## src/rtl/sqrt_iter_stage.sv

```systemverilog
// Iterative integer square root stage using odd-increment search.
// Accepts a 16-bit radicand, returns floor(sqrt(X)) and (root+1)^2.
module sqrt_iter_stage (
  input  logic        clk,
  input  logic        rst_n,
  input  logic        enable,
  input  logic        in_valid,
  input  logic [15:0] in_data,
  output logic        in_ready,
  output logic        out_valid,
  input  logic        out_ready,
  output logic [7:0]  out_root,
  output logic [16:0] out_square,
  output logic        busy
);

  typedef enum logic [1:0] {
    IDLE = 2'd0,
    ITER = 2'd1,
    DONE = 2'd2
  } state_t;

  state_t      state;
  state_t      state_nx;

  logic        live;
  logic [15:0] x;
  logic [16:0] square;
  logic [9:0]  delta;
  logic [7:0]  root;
  logic [7:0]  res_root;
  logic [16:0] res_square;

  logic        accept;
  logic        step;
  logic        finish;

  // live keeps in_ready low until the first edge after reset release
  always_ff @(posedge clk or negedge rst_n) begin
    if (!rst_n) begin
      live <= 1'b0;
    end else begin
      live <= 1'b1;
    end
  end

  assign accept = in_ready && in_valid;
  assign step   = (state == ITER) && (square <= {1'b0, x});
  assign finish = (state == ITER) && !(square <= {1'b0, x});

  always_ff @(posedge clk or negedge rst_n) begin
    if (!rst_n) begin
      state <= IDLE;
    end else if (enable) begin
      state <= state_nx;
    end
  end

  always_comb begin
    state_nx = state;
    unique case (state)
      IDLE: begin
        if (accept) begin
          state_nx = ITER;
        end
      end
      ITER: begin
        if (finish) begin
          state_nx = DONE;
        end
      end
      DONE: begin
        if (out_ready) begin
          state_nx = IDLE;
        end
      end
      default: state_nx = IDLE;
    endcase
  end

  always_comb begin
    in_ready  = live && (state == IDLE);
    out_valid = (state == DONE);
    busy      = (state != IDLE);
  end

  always_ff @(posedge clk or negedge rst_n) begin
    if (!rst_n) begin
      x      <= 16'd0;
      square <= 17'h00001;
      delta  <= 10'd3;
      root   <= 8'd0;
    end else if (enable) begin
      if (accept) begin
        x      <= in_data;
        square <= 17'h00001;
        delta  <= 10'd3;
        root   <= 8'd0;
      end else if (step) begin
        square <= square + {7'd0, delta};
        delta  <= delta + 10'd2;
        root   <= root + 8'd1;
      end
    end
  end

  // Result copies keep the outputs steady outside DONE
  always_ff @(posedge clk or negedge rst_n) begin
    if (!rst_n) begin
      res_root   <= 8'd0;
      res_square <= 17'h00001;
    end else if (enable && finish) begin
      res_root   <= root;
      res_square <= square;
    end
  end

  assign out_root   = res_root;
  assign out_square = res_square;

endmodule

```

## config.mk

```make
export PLATFORM = sky130hd
export DESIGN_NAME = sqrt_iter_stage
export DESIGN_NICKNAME = d
export VERILOG_FILES = /design/src/rtl/sqrt_iter_stage.sv
export SDC_FILE = /design/constraint.sdc
export NUM_CORES = 1
export LEC_CHECK = 0
export ABC_AREA = 1
export CAP_MARGIN = 20
export CORE_AREA = 2 2 115 89
export CTS_BUF_LIST = sky130_fd_sc_hd__clkbuf_16
export DETAILED_ROUTE_END_ITERATION = 7
export DIE_AREA = 0 0 117 91
export PLACE_DENSITY = 0.74
export SETUP_SLACK_MARGIN = 0.02
export SKIP_LAST_GASP = 1
export SYNTH_ARGS = -nofsm -noshare
export SYNTH_HDL_FRONTEND = slang
export SYNTH_SLANG_ARGS = --single-unit
```

## constraint.sdc

```tcl
create_clock -name clk -period 2.2 [get_ports clk]
set_input_delay 0.44 -clock clk [delete_from_list [all_inputs] [get_ports clk]]
set_output_delay 0.44 -clock clk [all_outputs]
set_load 0.01 [all_outputs]
```

==> metrics <==
power share of the clock group=0.261; Die X=117 µm; mux contribution to synthesized area=0.00242; DR iter-0 viols=roughly 510; mean post-synth cell area=7.33 µm²; H-tree levels=3; post-synthesis xor/xnor area fraction=0.0188; minimum clock period=between 2 and 2.5 ns; slowest CP cell=dfrtp_1; Fmax=approximately 470 MHz; max-cap viol count=0; clk slew on worst S/H paths=approximately 0.060 ns; Worst Path Class, Setup=reg -> reg; endpoints failing setup=0; first-pass GRT wire length=a little over 20000 µm; Final Skew=roughly 0.0043 ns; drt drc=0; combinational cell fraction of total power=0.389; n_diodes=0; Initial DRT Pass Iterations=6; Initial Util=0.490; share of layout cells above drive strength 1=0.101; Port-buffer cells=48; CTS tree=built; Seq/Total Area, Yosys=0.425; count of final hold-check violations=0; maximum root-to-sink buffer count=2; CP Cell Sequence=ha_1, nand2_1, inv_1, nand2_1, nor2_2, nand2_1, nand2_1, nor2_1, nand2_2, nand3_4, buf_8, nand3_1, nand2_1; Min-Delay Path Class=in -> async; cts hold-fix bufs=0; Post-Syn Area=approximately 4700 µm²; worst path buffer plus inverter count=2; synth top area cells=dfrtp_1 (40%), nand2_1 (18%), ha_1 (7.5%); adder-cell share of the synthesized area=0.0795; pwr dens=976 nW/µm²; WL final=12300 µm; Sink Count=between 70 and 80; largest stage delay on the critical path=0.40 ns; Worst-Skew Late Latency=0.34 ns; antenna-violating nets left=0; post-DP HPWL=~9000 µm; I/O pin total=49; arrival time at the worst endpoint=roughly 2.3 ns; YS warnings=0; per-cell routed wire length=roughly 15 µm; gp weighted congestion=roughly 0.9; post-synth top area cell=dfrtp_1; Global Route Usage Sum=0.242; Int Pwr=0.00350 W; row count=31; Tcrit/Tclk final=0.959; synthesized instance count=around 640; clock buffer count from CTS=9; vias in the first global route=4148; GR Overflow Total=0; Leakage=3.01 nW; die area=roughly 11000 µm²; Net Count, Synth=between 600 and 700; Setup TNS=0 ns; simple-gate area share of the yosys netlist=0.323; Sequential Power Share=0.350; Worst EP required=~2.4 ns; #FFs+latches synth=79; share of the synthesized area in the top cell type=0.403; Setup crit start kind=flop; core area=between 9000 and 10000 µm²; detailed-route via count=4342; Slew Viols, Final=0; Netlist cell types=34; Tot Pwr=about 0.0057 W; # fillers=approximately 830; post-DR vias/cell=just over 5; Die Y=approximately 91 µm; NumNets Final=approximately 760; Crit path max-delay family=simple AND/OR/NAND/NOR gates; area grow syn2layout=25.2%; maximum vdd drop=about 0.47 mV; Synth Area in Compound Gates=0.0604; Worst setup EP type=flop; largest family of logic cells by synthesized area=simple AND/OR/NAND/NOR gates; Net Sw Frac=0.386; Root Buffer=clkbuf_16; pin count of the biggest net entering global routing=53; outcome=finished, final reports clean; worst-path maximum fanout=22; RSZ-0062 raised after global routing=true; initial antenna violation count=0; cell mode on critical path=nand2_1; sw power=0.00220 W
-- per-stage QoR --
step           setup slack (ns)  area [µm²]  hold slack [ns]  std cells   util
6_report                 0.0901        5830           0.0162        845  0.614
5_1_grt                -0.00461        5830           0.0462        845  0.614
4_1_cts                  0.0225        5740           0.0272        839  0.604
3_5_place_dp             0.0491        5430            0.381        823  0.572
3_3_place_gp              0.140        5430            0.378        823  0.572
2_1_floorplan             0.334        4660            0.144        636      -
-- final cells by class --
type | count | area [µm²] | area share
Clock buffer | 9 | 225 | 0.0386
Tap cell | 132 | 165 | 0.0283
Inverter | 85 | 319 | 0.0547
Sequential cell | 79 | 1980 | 0.340
Timing Repair Buffer | 78 | 747 | 0.128
Multi-Input combinational cell | 455 | 2320 | 0.398
Clock inverter | 7 | 72.6 | 0.0124
-- final timing paths --
kind	start	to	slack [ns]	cells past startpoint
max in group asynchronous	rst_n	square[0]	1.53	2
setup reg to reg	square[12]	root[5]	0.09	13
hold / removal	rst_n	x[14]	0.02	1
setup / recovery	square[12]	root[5]	0.09	13
hold reg to reg	out_root[4]	out_root[4]	0.48	2
min in group clk	out_root[4]	out_root[4]	0.48	2
-- layout by cell type, fill, tap and decap left out, types with 9 or more instances in the layout --
| master | count |
|---|---|
| clkbuf_16 | 9 |
| nand2_1 | 219 |
| o21ai_0 | 44 |
| buf_4 | 27 |
| inv_1 | 84 |
| dfrtp_1 | 75 |
| ha_1 | 27 |
| nand4_1 | 10 |
| nor2_1 | 46 |
| nand3_1 | 53 |
| clkdlybuf4s50_1 | 46 |
-- synth_stat cells --
master / instances
a21boi_0: 1
a21oi_1: 7
a31oi_1: 1
and2_1: 2
buf_1: 1
buf_2: 1
buf_4: 2
buf_6: 3
clkbuf_1: 11
clkinv_1: 1
conb_1: 1
dfrtp_1: 75
dfstp_2: 4
fa_1: 1
ha_1: 28
inv_1: 83
inv_2: 1
mux2_2: 1
nand2_1: 221
nand2_2: 1
nand2_4: 1
nand3_1: 56
nand3b_1: 2
nand4_1: 10
nor2_1: 50
nor2_4: 2
nor3_1: 6
nor3b_1: 3
o21ai_0: 44
o21ai_1: 1
o21bai_1: 1
or2_2: 4
xnor2_1: 6
xor2_1: 4
-- registers in the layout, summed over array words and instances, names as in the netlist --
signal	count
out_root	8
state	2
x	16
square	17
live	1
delta	10
root	8
out_square	17
-- per-layer routing --
metal,global-route usage,wire [µm],up-vias
met4,0.0637,233,0
li1,-,-,2151
met5,0,0,-
met2,0.361,5340,160
met3,0.0641,946,23
met1,0.349,5800,2008
-- worst reg2reg max path, delay by kind of cell, from the launching register on --
family	cells	cell delay (ns)
buffers and inverters	2	0.29
and+or+nand+nor	10	0.98
DFF	1	0.40
adders and majority gates	1	0.32
-- kinds of logic (layout without fill, tap and decap cells) --
family	count (synthesis)	count (layout)
compound gates	55	55
flops	79	79
buf+inv	103	179
simple gates	358	359
xor+xnor	10	10
mux	1	1
other cells	1	1
fa+ha+maj	29	29
-- power groups by stage --
stage	clock [W]	sequential (W)	combinational, W
after floorplan	0	0.00197	0.00142
after global placement	0	0.00199	0.00199
after detailed placement	0	0.00200	0.00207
after CTS	0.00150	0.00198	0.00210
after global routing	0.00156	0.00202	0.00251
final	0.00149	0.00199	0.00222
-- timing repair --
action                                  in CTS  in global routing
buffers inserted                             0                  5
resized for setup                            2                 14
endpoints found under the setup margin       2                 54
pin swaps                                    0                  5
gates cloned                                 0                  1
Power figures use the tool's default switching activity.
